**src/rtl/ps2_dev_tx.sv**
```systemverilog
// PS/2 device-side transmitter: byte FIFO feeding 11-bit device-to-host frames.
// Optional host-inhibit detection/abort is built when PS2_TX_INHIBIT_EN is defined.
module ps2_dev_tx #(
    parameter int CLK_DIV    = 1000,
    parameter int FIFO_DEPTH = 4
) (
    input  logic                          clk_i,
    input  logic                          rst_i,
    input  logic [7:0]                    wr_data_i,
    input  logic                          wr_valid_i,
    output logic                          wr_ready_o,
    input  logic                          ps2_clk_i,
    output logic                          ps2_clk_o,
    output logic                          ps2_dat_o,
    output logic                          busy_o,
    output logic                          frame_done_o,
    output logic [$clog2(FIFO_DEPTH):0]   fifo_level_o
);
    localparam int AW = $clog2(FIFO_DEPTH);
    localparam int LW = AW + 1;
    localparam int TW = $clog2(CLK_DIV);

    typedef enum logic [1:0] {IDLE, BIT_HI, BIT_LO, GAP} state_t;

    state_t          state;
    logic [TW-1:0]   tmr;
    logic [3:0]      idx;
    logic [7:0]      mem [FIFO_DEPTH];
    logic [AW-1:0]   wr_ptr, rd_ptr;
    logic [LW-1:0]   cnt_nxt;
    logic [7:0]      head;
    logic [10:0]     frame;
    logic            wr_en, pop, tmr_done, inhibit, abort;

    assign wr_en    = wr_valid_i && wr_ready_o;
    assign tmr_done = (tmr == TW'(CLK_DIV - 1));
    assign pop      = (state == BIT_LO) && tmr_done && (idx == 4'd10);
    assign head     = mem[rd_ptr];
    assign frame    = {1'b1, ~^head, head, 1'b0};

`ifdef PS2_TX_INHIBIT_EN
    logic [1:0] clk_sync;
    always_ff @(posedge clk_i or posedge rst_i) begin
        if (rst_i) clk_sync <= 2'b11;
        else       clk_sync <= {clk_sync[0], ps2_clk_i};
    end
    // Only meaningful while we release the clock line; we cannot see the host through our own low.
    assign inhibit = !clk_sync[1] && ps2_clk_o;
`else
    logic unused_ps2_clk;
    assign unused_ps2_clk = ps2_clk_i;
    assign inhibit = 1'b0;
`endif

    assign abort = inhibit && (state == BIT_HI) && (tmr >= TW'(2)) && (idx <= 4'd9);

    always_comb begin
        cnt_nxt = fifo_level_o;
        case ({wr_en, pop})
            2'b10:   cnt_nxt = fifo_level_o + LW'(1);
            2'b01:   cnt_nxt = fifo_level_o - LW'(1);
            default: cnt_nxt = fifo_level_o;
        endcase
    end

    always_ff @(posedge clk_i) begin
        if (wr_en) mem[wr_ptr] <= wr_data_i;
    end

    always_ff @(posedge clk_i or posedge rst_i) begin
        if (rst_i) begin
            wr_ptr       <= '0;
            rd_ptr       <= '0;
            fifo_level_o <= '0;
            wr_ready_o   <= 1'b1;
        end else begin
            if (wr_en) wr_ptr <= wr_ptr + AW'(1);
            if (pop)   rd_ptr <= rd_ptr + AW'(1);
            fifo_level_o <= cnt_nxt;
            wr_ready_o   <= (cnt_nxt != LW'(FIFO_DEPTH));
        end
    end

    always_ff @(posedge clk_i or posedge rst_i) begin
        if (rst_i) begin
            state        <= IDLE;
            tmr          <= '0;
            idx          <= '0;
            ps2_clk_o    <= 1'b1;
            ps2_dat_o    <= 1'b1;
            busy_o       <= 1'b0;
            frame_done_o <= 1'b0;
        end else begin
            frame_done_o <= 1'b0;
            case (state)
                IDLE: begin
                    if (fifo_level_o != '0 && !inhibit) begin
                        state     <= BIT_HI;
                        idx       <= '0;
                        tmr       <= '0;
                        ps2_dat_o <= frame[0];
                        busy_o    <= 1'b1;
                    end
                end
                BIT_HI: begin
                    if (abort) begin
                        // Frame restarts from the start bit once the host releases the line.
                        state     <= IDLE;
                        tmr       <= '0;
                        ps2_clk_o <= 1'b1;
                        ps2_dat_o <= 1'b1;
                        busy_o    <= 1'b0;
                    end else if (tmr_done) begin
                        state     <= BIT_LO;
                        tmr       <= '0;
                        ps2_clk_o <= 1'b0;
                    end else begin
                        tmr <= tmr + TW'(1);
                    end
                end
                BIT_LO: begin
                    if (tmr_done) begin
                        tmr       <= '0;
                        ps2_clk_o <= 1'b1;
                        if (idx < 4'd10) begin
                            state     <= BIT_HI;
                            idx       <= idx + 4'd1;
                            ps2_dat_o <= frame[idx + 4'd1];
                        end else begin
                            state        <= GAP;
                            ps2_dat_o    <= 1'b1;
                            frame_done_o <= 1'b1;
                        end
                    end else begin
                        tmr <= tmr + TW'(1);
                    end
                end
                GAP: begin
                    if (tmr_done) begin
                        state  <= IDLE;
                        tmr    <= '0;
                        busy_o <= 1'b0;
                    end else begin
                        tmr <= tmr + TW'(1);
                    end
                end
                default: state <= IDLE;
            endcase
        end
    end
endmodule

```
**config.mk**
```make
export PLATFORM = sky130hd
export DESIGN_NAME = ps2_dev_tx
export DESIGN_NICKNAME = d
export VERILOG_FILES = /design/src/rtl/ps2_dev_tx.sv
export SDC_FILE = /design/constraint.sdc
export NUM_CORES = 1
export LEC_CHECK = 0
export BUFFER_PORTS_ARGS = -buffer_cell sky130_fd_sc_hd__buf_4
export CORE_UTILIZATION = 53
export DETAILED_ROUTE_END_ITERATION = 12
export GPL_TIMING_DRIVEN = 0
export HOLD_SLACK_MARGIN = 0.08
export PLACE_DENSITY_LB_ADDON = 0.3
export REMOVE_ABC_BUFFERS = 1
export SETUP_SLACK_MARGIN = 0.15
export SLEW_MARGIN = 25
export SYNTH_ARGS = -nofsm -noshare
export SYNTH_HDL_FRONTEND = slang
export SYNTH_SLANG_ARGS = --single-unit
```
**constraint.sdc**
```tcl
create_clock -name clk_i -period 4.1 [get_ports clk_i]
set_clock_uncertainty 0.2 [all_clocks]
set_input_delay 0.205 -clock clk_i [delete_from_list [all_inputs] [get_ports clk_i]]
set_output_delay 0.205 -clock clk_i [all_outputs]
set_load 0.05 [all_outputs]
```
Yosys cells after proc, flatten, opt, wreduce, memory -nomap -nowiden
Memory sizes are Yosys's and may differ from the RTL's.
Index checks and enable logic that the tools add are counted.
{"block": "totals", "ff_bits": 28, "ramBits": 32, "input_bits": 12, "output_inout_bits": 8, "elab_cells": 78, "n_memories": 1}
{"memory": "mem", "depth": 4, "width": 8, "rd": 1, "rd_ports_with_merged_regs": 0, "write_ports": 1, "line_no": "28", "rtl": "logic [7:0] mem [FIFO_DEPTH];"}
{"block": "classes", "n_addsub": 6, "n_lt_le_gt_ge": 2, "n_eq_ne": 13, "n_mux": 30, "reduce_logical": 15}
{"cell": "$mux 10", "n": 2}
{"cell": "$pmux 10 s2", "n": 1}
{"cell": "$mux 1", "n": 12}
{"cell": "$mux 4", "n": 3}
{"cell": "$add 10x1->10 const B", "n": 1}
{"cell": "$eq 10x10->1 const B", "n": 1}
{"cell": "$mux 2", "n": 5}
{"cell": "$reduce_and 3->1", "n": 3}
{"cell": "$ne 2x2->1 const B", "n": 4}
{"cell": "$pmux 2 s4", "n": 1}
{"cell": "$pmux 4 s2", "n": 1}
{"cell": "$reduce_and 4->1", "n": 2}
{"cell": "$reduce_xnor 8->1", "n": 1}
{"cell": "$eq 2x2->1 const B", "n": 3}
{"cell": "$pmux 1 s2", "n": 3}
{"cell": "$pmux 3 s2", "n": 1}
{"cell": "$reduce_bool 2->1", "n": 3}
{"cell": "$lt 4x5->1 const B", "n": 1}
{"cell": "$add 2x1->2 const B", "n": 2}
{"cell": "$add 4x1->4 const B", "n": 1}
{"cell": "$bmux 1 s4", "n": 1}
{"cell": "$eq 2x1->1 const B", "n": 2}
{"cell": "$eq 4x4->1 const B", "n": 1}
{"cell": "$lt 4x4->1 const B", "n": 1}
{"cell": "8 further kinds", "n": 10}

Depth between registers and ports, before layout
An unclocked memory read counts as a cell.
{"block": "depth", "depth_word": 7, "ltp_mapped": 12}

Worst setup path after synthesis
Ideal clock, no wire load.
{"block": "synth_timing", "kind": "register to register", "from": "register tmr[0]", "to": "register wr_ready_o", "arrival_time_ns": 2.546, "required_time_ns": 3.817, "path_slack_ns": 1.272, "path_stages_with_launch": 13, "n_path_buf": 0, "period_less_slack_ns": 2.828, "path_cell_list": "dfrtp_1 > ha_1 > and2_1 > nand4_1 > or2_2 > nor3_1 > ha_1 > inv_1 > fa_1 > xor2_1 > nor2_1 > xor2_1 > nand2_1"}
{"block": "synth_between", "elab_chain_len": 6, "word_cells_on_any_way": 7, "classes_between": "4 x eq/ne; 1 x mux; 2 x reduce/logical"}
{"element": "from (decl)", "line_no": "26", "rtl": "logic [TW-1:0] tmr;"}
{"element": "from (signal assigned)", "line_no": "118", "rtl": "tmr <= tmr + TW'(1);"}
{"element": "from (signal assigned)", "line_no": "135", "rtl": "tmr <= tmr + TW'(1);"}
{"element": "from (signal assigned)", "line_no": "144", "rtl": "tmr <= tmr + TW'(1);"}
{"element": "$eq 10x10->1 *", "line_no": "36", "rtl": "assign tmr_done = (tmr == TW'(CLK_DIV - 1));"}
{"element": "$logic_and 1x1->1 * (2 in a row)", "line_no": "37", "rtl": "assign pop = (state == BIT_LO) && tmr_done && (idx == 4'd10);"}
{"element": "named net pop", "line_no": "33", "rtl": "logic wr_en, pop, tmr_done, inhibit, abort;"}
{"element": "$eq 2x1->1 / $eq 2x2->1 (equally long branches)", "line_no": "59", "rtl": "case ({wr_en, pop})"}
{"element": "$pmux 3 s2 *", "line_no": "59"}
{"element": "named net cnt_nxt[2]", "line_no": "30", "rtl": "logic [LW-1:0] cnt_nxt;"}
{"element": "$ne 3x3->1 *", "line_no": "80", "rtl": "wr_ready_o <= (cnt_nxt != LW'(FIFO_DEPTH));"}
{"element": "to (signal assigned)", "line_no": "80"}
{"element": "to (decl)", "line_no": "11", "rtl": "output logic wr_ready_o,"}
Mark *: on every way through the listed nets, which the timed path passes. The rest lies on a longest branch.
A chain may end at the register's enable or synchronous reset.

Worst setup path in the final report
{"block": "layout_timing", "from": "register tmr[7]", "to": "register wr_ready_o"}
Same word-level chain as after synthesis.

==> impl_metrics.yaml <==
global_routing:
  grt_antenna_before_repair: 0
  grt_pass1_vias: 1897
  grt_pass1_wl_um: 9200
  grtUsageTotal_pct: 21.1
  grt_max_degree: 29
  grt_overflow: 0
floorplan:
  num_rows: 26
  core_um2: 5270
  die_w_um: 77.0
  io_pins: 20
  initial_core_util_pct: 56.5
  die_area_um2: 5920
  die_h_um: 77.0
clocking:
  cts_sinks: 60
  clock_latency_ns: 0.35
  clk_pin_slew_ns: 0.07
  cts_buffers: 9
  cts-resized-gates: 0
  cts_tree: "yes"
  cts_max_path_buffers: 2
  cts_max_level: 3
  cts_root_buf: "clkbuf_8"
pwr:
  leakage_nw: 1.39
  seqPwrFrac_pct: 45.3
  clock_power_share_pct: 34.3
  combPwrFrac_pct: 20.4
  p_switching_mw: 0.512
  netSwitchingFraction_pct: 29.4
  intPower_mw: 1.23
  power_density_nw_per_um2: 501
  vdd_drop_max_mv: 0.347
setup_path:
  path_cells: "and4_1 -> nand4_1 -> or2_2 -> nor3_1 -> ha_1 -> inv_1 -> fa_1 -> xor2_1 -> nor2_1 -> xor2_1 -> nand2_1"
  crit_buf_inv: 1
  crit_path_max_fanout: 5
  path_class: "reg2reg"
  required_ns: 4.17
  cp_slowest_cell: "nor3_1"
  slowest_delay_ns: 0.44
  cpMostUsedCell: "xor2_1"
  end_kind: "flip-flop"
  cp.arrival_ns: 3.24
  crit_family: "simple AND/OR/NAND/NOR gates"
  cp-start-kind: "flip-flop"
placed_design:
  place_ws_ns: 0.877
  hpwl_um: 3660
  gp_congestion: 0.788
  port_buffers: 18
finish:
  fin_nets: 292
  n_antenna_cell: 0
  drive_above_1_share_pct: 16.3
  multi_input_area_um2: 1230
  n_fill_cell: 407
  register_area_um2: 1670
  area_delta_synth_final_pct: 16.6
timing:
  fin_crit_sh_pct: 77.4
  hold_violations: 0
  tightestPinTransition_ns: 0.662
  setup_viol: 0
  rsz0062_at_grt: "false"
  tns_ns: 0
  fin_ws_ns: 0.929
  final.min_clock_period_ns: 3.17
  drv_slew: 0
  slew_headroom_pct: 55.5
  max_freq_mhz: 315
synth:
  synth.avg_cell_area_um2: 12.3
  synthesis.instances: 243
  synth_edf_count: 32
  yosys_warnings: 0
  synth_top_cell_area_share_pct: 32.3
  yosys.area.top_type: "edfxtp_1"
  yosysUniqueCellTypes: 44
  synth_area_leaders: "edfxtp_1, dfrtp_1, mux4_1, xnor2_1, o21ai_0"
  synth-seq-cells: 60
  synthTopCellsByCount: "edfxtp_1, o21ai_0, dfrtp_1"
  yosysSeqAreaShare_pct: 55.9
  synth_most_common_cell: "edfxtp_1"
  async_flop_share_pct: 46.7
  syn_area_um2: 2980
  ys.flop_type: "edfxtp_1"
route:
  dr.first_iter.drc_count: 86
  drt-total-wl_um: 5520
  routedWlPerCell_um: 16.0
  antenna_left: 0
  first_pass_iters: 4
  avgViaCountPerCell: 5.79
  drcViolationCount: 0
  dr_total_vias: 2005
status:
  outcome: "finished clean"
run:
  max-cap-violations: 0
hold_path:
  hold_path.class: "in2async"
cell usage in the layout (no fill, tap or decap), types with 3 or more instances in the layout:
master,instances
nand3_1,4
buf_4,18
dlygate4sd3_1,10
edfxtp_1,32
xor2_1,7
mux2i_1,4
ha_1,8
inv_1,7
dfstp_2,3
clkbuf_8,9
o31ai_1,3
o21ai_0,26
xnor2_1,17
mux4_2,3
mux4_1,6
nor3_1,6
nor2_1,15
dfrtp_1,25
a21oi_1,5
nand4_1,4
nand2_1,21
and3_1,8
layout make-up:
class                   count  area share, %
clock buffers               9           3.57
clock inverters             7           2.85
inverters                   8          0.865
multi-input cells         164           35.5
flip-flops and latches     60           47.9
well taps                  70           2.52
repair buffers             28           6.77
stage by stage:
step           cells  utilization [%]  hold WS, ns  instance area, um2  power [mW]
2_1_floorplan    232                -       0.0682                2930        1.04
3_3_place_gp     320             59.8        0.205                3150        1.14
3_5_place_dp     320             59.8        0.208                3150        1.15
4_1_cts          346             65.9        0.295                3470        1.74
5_1_grt          346             65.9        0.353                3470        1.83
6_report         346             65.9        0.293                3470        1.74
worst reg2reg max path: stages (launching register included):
cell and delay, ns:
dfrtp_1 0.42, and4_1 0.31, nand4_1 0.15, or2_2 0.36, nor3_1 0.44, ha_1 0.28
inv_1 0.06, fa_1 0.37, xor2_1 0.15, nor2_1 0.11, xor2_1 0.19, nand2_1 0.08
cell families after synthesis:
group / count (synthesis) / share of synthesized area, %
flops: 60 / 55.9
fa+ha+maj: 9 / 4.03
xor+xnor: 24 / 7.06
mux: 14 / 9.29
compound gates: 48 / 9.71
simple gates: 69 / 11.3
buf+inv: 19 / 2.69
sequential cells by signal, summed over array words and instances (netlist names):
register / cells
ps2_dat_o: 1
fifo_level_o: 3
busy_o: 1
wr_ready_o: 1
mem: 32
idx: 4
tmr: 10
state: 2
rd_ptr: 2
wr_ptr: 2
ps2_clk_o: 1
frame_done_o: 1
power groups by stage:
stage | logic (mW) | registers (mW) | clock network, mW
2_1_floorplan | 0.200 | 0.845 | 0
3_3_place_gp | 0.340 | 0.795 | 0
3_5_place_dp | 0.349 | 0.800 | 0
4_1_cts | 0.357 | 0.788 | 0.596
5_1_grt | 0.389 | 0.798 | 0.637
6_report | 0.354 | 0.789 | 0.597
routing by layer:
| layer | share of wire, % | up-vias | routed length, um | global-route usage (%) |
|---|---|---|---|---|
| li1 | - | 950 | - | - |
| met1 | 45 | 1005 | 2460 | 26.5 |
| met2 | 50 | 40 | 2740 | 32.9 |
| met3 | 4.2 | 10 | 230 | 7.62 |
| met4 | 1.6 | 0 | 91 | 8.65 |
| met5 | 0 | - | 0 | 0 |
what timing repair did:
| item | CTS | global route |
|---|---|---|
| setup buffers | 0 | 0 |
| hold buffers | 10 | 0 |
| endpoints found under the setup margin | 0 | 0 |
| endpoints found under the hold margin | 58 | 0 |
path summary, 6_finish.rpt:
| check | slack, ns | cells after the start | to | startpoint |
|---|---|---|---|---|
| worst max-delay path | 0.93 | 11 | wr_ready_o | tmr[7] |
| worst min-delay path | 0.29 | 3 | fifo_level_o[2] | rst_i |
| worst max register to register | 0.93 | 11 | wr_ready_o | tmr[7] |
| worst min register to register | 0.29 | 1 | tmr[8] | tmr[8] |
| max in group asynchronous | 3.02 | 3 | state[1] | rst_i |
| min in group clk_i | 0.29 | 1 | tmr[8] | tmr[8] |
No activity file was read; power rests on OpenSTA's default activity.
